`config.mk`:
```
export PLATFORM = sky130hd
export DESIGN_NAME = dump_decoder
export DESIGN_NICKNAME = d
export VERILOG_FILES = /design/src/rtl/dump_decoder.sv
export SDC_FILE = /design/constraint.sdc
export NUM_CORES = 1
export LEC_CHECK = 0
export CAP_MARGIN = 40
export CORE_MARGIN = 2
export CORE_UTILIZATION = 50
export CTS_BUF_LIST = sky130_fd_sc_hd__clkbuf_8
export CTS_CLUSTER_DIAMETER = 100
export DETAILED_ROUTE_END_ITERATION = 10
export HOLD_SLACK_MARGIN = 0.15
export PLACE_DENSITY = 0.78
export SLEW_MARGIN = 20
export SYNTH_ARGS = -nofsm -noshare
export SYNTH_HDL_FRONTEND = slang
export SYNTH_SLANG_ARGS = --single-unit
```
`constraint.sdc`:
```
create_clock -name clk_sys -period 2.4 [get_ports clk_sys]
set_input_delay 0.36 -clock clk_sys [delete_from_list [all_inputs] [get_ports clk_sys]]
set_output_delay 0.36 -clock clk_sys [all_outputs]
set_load 0.1 [all_outputs]
```
`src/rtl/dump_decoder.sv`:
```
// dump_decoder: receive side of the 9-bit dump control word.
// Drives one dead-time protected channel; regenerates start strobes.
// Ports: clk_sys, rst_n (sync, active-low), code_in[8:0],
//   cfg_load/cfg_sel/cfg_data (dead-time / on-width write),
//   dump_on[5:0], dump_ch[2:0], dump_busy, state_start_p,
//   pluse_start_p, bri_cnt, code_err, overrun.
// Option: DUMP_DEC_BRI_CNT_EN builds the bridge-cycle counter.
module dump_decoder #(
  parameter int WID_W = 8,
  parameter int CNT_W = 12
) (
  input  logic             clk_sys,
  input  logic             rst_n,
  input  logic [8:0]       code_in,
  input  logic             cfg_load,
  input  logic             cfg_sel,
  input  logic [WID_W-1:0] cfg_data,
  output logic [5:0]       dump_on,
  output logic [2:0]       dump_ch,
  output logic             dump_busy,
  output logic             state_start_p,
  output logic             pluse_start_p,
  output logic [CNT_W-1:0] bri_cnt,
  output logic             code_err,
  output logic             overrun
);

  typedef enum logic [1:0] {
    IDLE,
    DEAD,
    ON
  } state_t;

  state_t           state, state_nx;
  logic [8:0]       code_r, code_d, rise;
  logic [5:0]       sel, oh_q, oh_nx;
  logic [WID_W-1:0] dead_cfg, wid_cfg;
  logic [WID_W-1:0] dcnt, dcnt_nx;
  logic [WID_W-1:0] wcnt, wcnt_nx;
  logic [WID_W-1:0] wid_min1;
  logic [2:0]       ch_enc;
  logic             ev, one_hot, accept;

  assign rise     = code_r & ~code_d;
  assign sel      = code_r[8:3];
  assign ev       = |rise[8:3];
  assign one_hot  = (sel != '0) &&
                    ((sel & (sel - 6'd1)) == '0);
  assign accept   = ev && one_hot && (state == IDLE);
  assign wid_min1 = (wid_cfg == '0) ? WID_W'(1) : wid_cfg;
  assign oh_nx    = accept ? sel : oh_q;

  always_comb begin
    ch_enc = '0;
    for (int i = 0; i < 6; i++)
      if (sel[i]) ch_enc = 3'(i);
  end

  // Width is captured at event start so a config write
  // during DEAD only affects the next event.
  always_comb begin
    state_nx = state;
    dcnt_nx  = dcnt;
    wcnt_nx  = wcnt;
    unique case (state)
      IDLE: begin
        if (accept) begin
          wcnt_nx = wid_min1;
          if (dead_cfg != '0) begin
            state_nx = DEAD;
            dcnt_nx  = dead_cfg;
          end else begin
            state_nx = ON;
          end
        end
      end
      DEAD: begin
        dcnt_nx = dcnt - WID_W'(1);
        if (dcnt == WID_W'(1)) state_nx = ON;
      end
      ON: begin
        wcnt_nx = wcnt - WID_W'(1);
        if (wcnt == WID_W'(1)) state_nx = IDLE;
      end
      default: state_nx = IDLE;
    endcase
  end

  always_ff @(posedge clk_sys) begin
    if (!rst_n) begin
      code_r    <= '0;
      code_d    <= '0;
      dead_cfg  <= WID_W'(4);
      wid_cfg   <= WID_W'(16);
      state     <= IDLE;
      dcnt      <= '0;
      wcnt      <= '0;
      oh_q      <= '0;
      dump_on   <= '0;
      dump_ch   <= '0;
      dump_busy <= 1'b0;
    end else begin
      code_r    <= code_in;
      code_d    <= code_r;
      if (cfg_load) begin
        if (cfg_sel) wid_cfg  <= cfg_data;
        else         dead_cfg <= cfg_data;
      end
      state     <= state_nx;
      dcnt      <= dcnt_nx;
      wcnt      <= wcnt_nx;
      oh_q      <= oh_nx;
      if (accept) dump_ch <= ch_enc;
      dump_on   <= (state_nx == ON) ? oh_nx : '0;
      dump_busy <= (state_nx != IDLE);
    end
  end

  // A new error on the clearing edge still latches.
  always_ff @(posedge clk_sys) begin
    if (!rst_n) begin
      state_start_p <= 1'b0;
      pluse_start_p <= 1'b0;
      code_err      <= 1'b0;
      overrun       <= 1'b0;
    end else begin
      state_start_p <= rise[0];
      pluse_start_p <= rise[1];
      if (rise[0]) begin
        code_err <= 1'b0;
        overrun  <= 1'b0;
      end
      if (ev && !one_hot)
        code_err <= 1'b1;
      else if (ev && state != IDLE)
        overrun <= 1'b1;
    end
  end

`ifdef DUMP_DEC_BRI_CNT_EN
  logic [CNT_W-1:0] bri_q;

  always_ff @(posedge clk_sys) begin
    if (!rst_n)
      bri_q <= '0;
    else if (rise[0])
      bri_q <= '0;
    else if (rise[2] && bri_q != '1)
      bri_q <= bri_q + CNT_W'(1);
  end

  assign bri_cnt = bri_q;
`else
  logic bri_unused;
  assign bri_unused = rise[2];
  assign bri_cnt    = '0;
`endif

endmodule

```
Word level (Yosys, flattened, before mapping):

Cells that the tools add are included.

* shift operators: 0
* $add $sub $neg: 3
* reduce and logical (&&, ||, !) cells: 22
* equal/unequal tests: 7
* bitwise gates (word level): 4
* div/mod/pow operators: 0
* multiplexer cells: 22
* multiply operators: 0
* order comparisons: 0

Operator list (number)
* $mux 8: 4
* $pmux 8 s2: 2
* $eq 8x1->1 const B: 2
* $sub 8x1->8 const B: 2
* $mux 3: 4
* $reduce_bool 2->1: 5
* $and 9x9->9: 1
* $not 9->9: 1
* $logic_not 8->1: 1
* $mux 2: 4
* $reduce_and 2->1: 4
* $reduce_bool 8->1: 1
* $and 6x6->6: 1
* $logic_not 6->1: 1
* $mux 1: 6
* $mux 6: 1
* $pmux 2 s3: 1
* $reduce_bool 6->1: 1
* $reduce_or 6->1: 1
* $sub 6x1->6 const B: 1
* $logic_and 1x1->1: 5
* $eq 2x2->1 const B: 2
* $reduce_and 3->1: 1
* $eq 2x1->1 const B: 1
* other kinds (5): 5

* bits in latches: 0
* register bits: 72
* logic and storage cells: 73
* bits of input ports: 21
* memory bits (writable): 0
* ROM bits: 0
* output and inout port bits: 26
* memories: 0

Logic depth before layout (Yosys ltp):

Gate-level depths: netlist of run 1.

* depth after elaboration: 10
* gate-level depth with buffers: 9
* mapped depth without buffers: 8

Worst setup path before layout of run 1:

Ideal clock, no wire load.

* kind: register -> register
* start: register code_r[5]
* end: register wcnt[3]
* path slack: 70 ps
* required time: 2268 ps
* data arrival time: 2198 ps
* cell stages (with the launch flop): 9
* cells stage by stage: dfxtp_1 > or4_1 > maj3_2 > a31o_4 > or3_1 > buf_6 > buf_6 > o211ai_1 > a21oi_1

* cells in the longest elaborated chain, start to end: 8
* elaborated cells on any way between the ends: 11
* classes of those cells: add/sub (1); eq/ne (1); bitwise (2); reduce/logical (7)

RTL lines
* start, declared: line 35 `logic [8:0] code_r, code_d, rise;`
* start signal, assigned: line 103 `code_r <= code_in;`
* $sub 6x1->6: line 48 `((sel & (sel - 6'd1)) == '0);`
* $and 6x6->6: line 48
* $logic_not 6->1: line 48
* $logic_and 1x1->1: line 47 `assign one_hot = (sel != '0) &&`
* $logic_and 1x1->1 (*) (2 in a row): line 49 `assign accept = ev && one_hot && (state == IDLE);`
* $ne 2x2->1 (no source line) (*)
* $reduce_and 2->1 (no source line) (*)
* end signal, assigned: line 111 `wcnt <= wcnt_nx;`
* end, declared: line 39 `logic [WID_W-1:0] wcnt, wcnt_nx;`

Every way passes the cells marked *; elsewhere a longest branch is shown, timed or not.
A chain may end at the register's enable or synchronous reset.

Worst setup path after layout of run 1:

* start: register code_r[8]
* end: register dump_on[2]

* cells in the longest elaborated chain, start to end: 10
* elaborated cells on any way between the ends: 14
* classes of those cells: add/sub (1); eq/ne (1); mux (3); bitwise (2); reduce/logical (7)

RTL lines
* $sub 6x1->6: line 48
* $and 6x6->6: line 48
* $logic_not 6->1: line 48
* $logic_and 1x1->1: line 47
* $logic_and 1x1->1 (*) (2 in a row): line 49
* $mux 2: line 67 `if (accept) begin`
* $pmux 2 s3: line 65 `unique case (state)`
* $eq 2x2->1: line 114 `dump_on <= (state_nx == ON) ? oh_nx : '0;`
* $reduce_and 2->1 (no source line)
* end signal, assigned: line 114
* end, declared: line 18 `output logic [5:0] dump_on,`

Marked as above.

==> results of run 1 <==
==> cell usage after synthesis (all sizes together), types with 2 or more instances <==
master  count
or4         6
nand3      14
o311ai      2
ha          4
o221ai      2
o211ai      5
a21oi      37
nor4        3
nor2       26
nor3       15
buf        16
xor2        2
a31oi       2
inv        12
nor2b       5
or3         3
and2       11
clkbuf     13
o21ai       6
a22o        6
a22oi       3
a31o        2
nand2      50
dfxtp      70
o22ai       3
a211oi      6
nand2b      4
==> routing by layer <==
layer  share of wire  track usage  up-vias
li1                -            -     1261
met1            0.43        0.240     1159
met2            0.50        0.331       73
met3           0.063       0.0733        9
met4           0.015       0.0814        0
met5               0            0        -
==> through the flow <==
step,setup WS [ps],total power [uW]
5_1_grt,-13.8,2990
6_report,59.5,2850
3_5_place_dp,2.71,2080
2_1_floorplan,69.8,1920
4_1_cts,0.625,2860
3_3_place_gp,39.0,2060
==> power groups by stage <==
stage                     sequential (uW)  combinational [uW]  clock [uW]
after floorplan                      1460                 465           0
after global placement               1360                 704           0
after detailed placement             1360                 718           0
after CTS                            1330                 727         795
after global routing                 1350                 806         839
final                                1340                 738         772
==> worst reg2reg max path, cell delays in order, from the launching register on <==
cell and delay [ps]:
dfxtp_2 320, or4_1 520, maj3_2 310, a31o_4 230, or3_4 380, buf_6 130, nor3_4 220, a22o_1 170
==> logic make-up after synthesis <==
| kind of cell | after synthesis |
|---|---|
| AOI/OAI and AO/OA | 79 |
| xor gates and xnor gates | 3 |
| adders and majority gates | 5 |
| buffers and inverters | 42 |
| DFF | 70 |
| muxes | 2 |
| other | 1 |
| and+or+nand+nor | 142 |
==> what timing repair did <==
| action | in CTS | in global routing |
|---|---|---|
| endpoints found under the setup margin | 7 | 14 |
| pin swaps | 5 | 4 |
| gates resized for setup | 3 | 5 |
| buffers inserted | 0 | 0 |
==> registers in the layout, indices dropped and copies added, names as in the netlist <==
signal / cells
code_d: 8
code_r: 8
dcnt: 8
dead_cfg: 8
wcnt: 8
wid_cfg: 8
dump_on: 6
oh_q: 6
dump_ch: 3
state: 2
code_err: 1
dump_busy: 1
overrun: 1
pluse_start_p: 1
state_start_p: 1
==> worst min-delay path by stage <==
stage / startpoint / to / slack (ps) / depth (start not counted)
floorplan: code_d[1] / pluse_start_p / 370 / 1
global placement: code_d[1] / pluse_start_p / 370 / 1
detailed placement: code_d[1] / pluse_start_p / 380 / 1
CTS: code_d[1] / pluse_start_p / 390 / 1
global route: code_d[1] / pluse_start_p / 400 / 1
finish: code_d[1] / pluse_start_p / 380 / 1
==> cell type report <==
type / instances / area (um^2)
Clock inverter: 5 / 30.0
Timing Repair Buffer: 50 / 427
Multi-Input combinational cell: 243 / 1390
Clock buffer: 9 / 124
Inverter: 13 / 48.8
Tap cell: 72 / 90.1
Fill cell: 521 / 2100
Sequential cell: 70 / 1400
==> cells in the final DEF, fill, tap and decap left out, types with 3 or more instances in the layout <==
cell type        netlist  routed
a211oi_1               6       6
a21oi_1               37      37
a22o_1                 6       6
a22oi_1                3       3
and2_1                11      11
buf_4                 14      30
clkbuf_8               0       9
clkdlybuf4s50_1        0      19
conb_1                 1      12
dfxtp_1               70      69
ha_1                   4       4
inv_1                 12      13
nand2_1               50      50
nand2b_1               4       4
nand3_1               14      14
nor2_1                26      26
nor2b_1                5       5
nor3_1                13      12
nor4_1                 3       3
o211ai_1               4       4
o21ai_0                6       5
o22ai_1                3       3
or4_1                  5       5
==> flow_summary.yaml, run 1 <==
critical_path:
  critPathBufInv: 1
  timing.critical_path.to: "dump_on[2]"
  cp.arrival_ps: 2630
  crit_path_max_incr_delay_ps: 520
  crit_required_ps: 2690
  crit_family: "simple AND/OR/NAND/NOR gates"
  crit_path_start: "code_r[8]"
  r2r_end: "dump_on[2]"
  rr_startpoint: "code_r[8]"
  path_max_fanout: 6
  end_kind: "register"
  rr_worst_depth: 7
  cp_num_cells: 7
  cpMaxStageDelayCell: "or4_1"
  r2r_slack_ps: 60
  start_kind: "register"
  crit_type: "reg2reg"
  cp_cell_sequence: "or4_1 > maj3_2 > a31o_4 > or3_4 > buf_6 > nor3_4 > a22o_1"
clocking:
  clockRootBuffer: "clkbuf_8"
  cts.clk_slew.worst_paths_ps: 70
  htreeDepth: 3
  holdBufCountCts: 0
  cts.sinks: 70
  cts_tree: "yes"
  insertion_delay_ps: 350
  cts_buffers: 9
  cts.path.max_buffers: 2
global_routing:
  grt_max_degree: 23
  overflow: 0
  grt_pass1_vias: 2254
  grt_use_total: 0.202
  grt_pass1_wl_mm: 10.0
  antenna_found_initial: 0
synthesis:
  postSynthAreaPerCell_um2: 8.56
  synth_top_family_by_area: "simple AND/OR/NAND/NOR gates"
  yosys_most_used_dff: "dfxtp_1"
  synth_top_area_share: 0.476
  synth_compound_area_frac: 0.174
  netlist_area_um2: 2940
  synth_cells: 344
  synth_mux_area_frac: 0.00722
  synth_fa_ha_area_frac: 0.0208
  ys.warnings.count: 0
  synth_edf_count: 0
  synthTopCellsByArea: "dfxtp_1, nand2_1, a21oi_1, buf_4, nor2_1"
  synthSimpleGateAreaFrac: 0.235
  yosys.area.top_type: "dfxtp_1"
  ys_types: 50
  ys_ff_latch: 70
  yosys.area_share.xor_xnor: 0.00892
  synth-async-reset-ratio: 0
  synth-seq-area-share: 0.476
flow_run:
  max-cap-violations: 0
pwr:
  p_sw_uw: 977
  power_frac_comb: 0.259
  p_int_uw: 1870
  power_density_nw_per_um2: 812
  p_leak_uw: 0.00140
  seqPwrFrac: 0.470
  vdd_ir_drop_max_v: 0.000516
  swShare: 0.343
  clkPwrFrac: 0.271
timing:
  rsz0062_at_grt: "true"
  whs_ps: 383
  fin_worst_skew_ps: 8.62
  fin_crit_sh: 0.975
  setup_viol: 0
  fin_crit_ps: 2340
  hold_viol: 0
  final.setup.tns_ps: 0
  fmax_mhz: 427
  slew_violations: 0
finish:
  stdcell_count: 462
  diodes: 0
  nNetsFinal: 412
  stdcell_area_um2: 3510
  post-route-util: 0.626
  area_growth_pct: 19.2
  drive_above_1_share: 0.151
place:
  portBuffers: 33
  dp_hpwl_mm: 4.32
  gp_congestion: 0.825
  placed_cell_area_um2: 3320
  place_inst: 448
hold_path:
  hold_class: "reg2reg"
die:
  die-area_um2: 6520
  num_rows: 27
  start_util: 0.525
  die_h_um: 80.7
  fp.coreArea_um2: 5610
  io_pins: 47
  die_w_um: 80.7
drt:
  wire_per_inst_um: 13.3
  vias_per_cell: 5.42
  antenna_left: 0
  post-route-drc-count: 0
  drt_wl_total_mm: 6.16
  via_count: 2502
  first_pass_iters: 4
  drt_iter0_markers: 146
outcome:
  run_status: "complete, no violations"
No activity file was read; power rests on OpenSTA's default activity.
==> run 2: changes to the inputs <==
==> constraint.sdc (replaced) <==
create_clock -name clk_sys -period 2.4 [get_ports clk_sys]
set_input_delay 0.36 -clock clk_sys [delete_from_list [all_inputs] [get_ports clk_sys]]
set_output_delay 0.36 -clock clk_sys [all_outputs]
set_load 0.05 [all_outputs]
==> flow_summary.yaml, run 2 (synthesis gave the netlist of run 1 again) <==
clocking:
  clockRootBuffer: "clkbuf_8"
  insertion_delay_ps: 350
  cts.path.max_buffers: 2
  cts.clk_slew.worst_paths_ps: 80
  holdBufCountCts: 0
  cts_tree: "yes"
  htreeDepth: 3
  cts_buffers: 9
  cts.sinks: 70
die:
  start_util: 0.525
  num_rows: 27
  die_h_um: 80.7
  die_w_um: 80.7
  die-area_um2: 6520
  io_pins: 47
  fp.coreArea_um2: 5610
finish:
  layout_commonest_cell: "dfxtp_1"
  nNetsFinal: 414
  area_growth_pct: 22.9
  final_cell_mix: "dfxtp_1, nand2_1, a21oi_1"
  stdcell_area_um2: 3620
  post-route-util: 0.645
  diodes: 0
  stdcell_count: 466
  drive_above_1_share: 0.127
critical_path:
  cp_cell_sequence: "or4_4 > maj3_2 > a31o_4 > or3_4 > buf_8 > nor3_4 > a22o_1"
  r2r_slack_ps: 40
  crit_type: "reg2reg"
  cpMaxStageDelayCell: "or4_4"
  crit_required_ps: 2700
  rr_startpoint: "code_r[8]"
  cp.arrival_ps: 2660
  critPathBufInv: 1
  rr_worst_depth: 7
  crit_family: "simple AND/OR/NAND/NOR gates"
  cp_num_cells: 7
  crit_path_max_incr_delay_ps: 530
  path_max_fanout: 6
  r2r_end: "dump_on[4]"
  end_kind: "register"
  start_kind: "register"
hold_path:
  hold_end: "pluse_start_p"
  hold_class: "reg2reg"
  holdPathStages: 1
  hp-start: "code_d[1]"
drt:
  via_count: 2485
  drt_iter0_markers: 83
  post-route-drc-count: 0
  antenna_left: 0
  wire_per_inst_um: 13.5
  drt_wl_total_mm: 6.28
  vias_per_cell: 5.33
  first_pass_iters: 4
pwr:
  clkPwrFrac: 0.321
  power_frac_comb: 0.226
  p_sw_uw: 912
  totalPowerFinal_uw: 2950
  seqPwrFrac: 0.453
  p_leak_uw: 0.00141
  p_int_uw: 2040
  swShare: 0.309
  power_density_nw_per_um2: 816
  vdd_ir_drop_max_v: 0.000445
place:
  portBuffers: 33
  place_inst: 447
  dp_hpwl_mm: 4.39
  placed_cell_area_um2: 3350
  gp_congestion: 0.815
global_routing:
  antenna_found_initial: 0
  overflow: 0
  grt_pass1_wl_mm: 10.4
  grt_use_total: 0.208
  grt_max_degree: 23
  grt_pass1_vias: 2301
timing:
  final.setup.tns_ps: 0
  relSlewSlack: 0.667
  slew_violations: 0
  hold_viol: 0
  setup_viol: 0
  fin_worst_skew_ps: 11.3
  worstMarginPinSlew_ps: 498
  fmax_mhz: 423
  fin_crit_sh: 0.984
  rsz0062_at_grt: "true"
  fin_crit_ps: 2360
outcome:
  run_status: "complete, no violations"
flow_run:
  max-cap-violations: 0
[run 2: power groups by stage]
| stage | Combinational (uW) | Sequential [uW] | Clock, uW |
|---|---|---|---|
| 5_1_grt | 734 | 1350 | 1020 |
| 3_5_place_dp | 620 | 1360 | 0 |
| 3_3_place_gp | 604 | 1350 | 0 |
| 6_report | 667 | 1340 | 949 |
| 4_1_cts | 640 | 1330 | 970 |
| 2_1_floorplan | 425 | 1400 | 0 |
[run 2: per-layer routing]
metal  vias to the layer above  global-route usage  part of all wire  wire length (um)
li1                       1266                   -                 -                 -
met1                      1150               0.234              0.43              2690
met2                        59               0.371              0.51              3200
met3                        10              0.0611             0.047               297
met4                         0              0.0831             0.014                88
met5                         -                   0                 0                 0
[run 2: timing repair]
action                     4_1_cts  5_1_grt
setup endpoints to repair       12       21
buffers inserted                 1        1
hold endpoints to repair         0        0
pin swaps                       10        7
gates cloned                     0        1
gates resized for setup          6        9
[run 2: metrics by stage]
stage | hold slack (ps) | worst slack (ps)
after floorplan | 367 | 69.8
after global placement | 372 | 16.7
after detailed placement | 385 | -32.0
after CTS | 398 | -11.0
after global routing | 397 | -33.7
final | 392 | 37.2
[run 2: area by class of cell]
| cell class | instances | area [um^2] |
|---|---|---|
| Fill cell | 501 | 1990 |
| Sequential cell | 70 | 1400 |
| Multi-Input combinational cell | 243 | 1390 |
| Timing Repair Buffer | 52 | 488 |
| Clock buffer | 10 | 138 |
| Tap cell | 72 | 90.1 |
| Clock inverter | 6 | 61.3 |
| Inverter | 13 | 48.8 |
[run 2: worst reg2reg max path: cells and delay by family (launching register included)]
| kind | cells | cell delay (ps) |
|---|---|---|
| adders and majority gates | 1 | 310 |
| AOI/OAI and AO/OA | 2 | 400 |
| DFF | 1 | 330 |
| and+or+nand+nor | 3 | 1140 |
| buffers and inverters | 1 | 140 |
[run 2: worst max path at each step]
stage | end | slack (ps) | start
2_1_floorplan | wcnt[3] | 70 | code_r[5]
3_3_place_gp | dump_on[3] | 20 | code_r[5]
3_5_place_dp | dump_on[3] | -30 | code_r[5]
4_1_cts | dump_on[4] | -10 | code_r[8]
5_1_grt | dump_on[0] | -30 | code_r[8]
6_report | dump_on[4] | 40 | code_r[8]
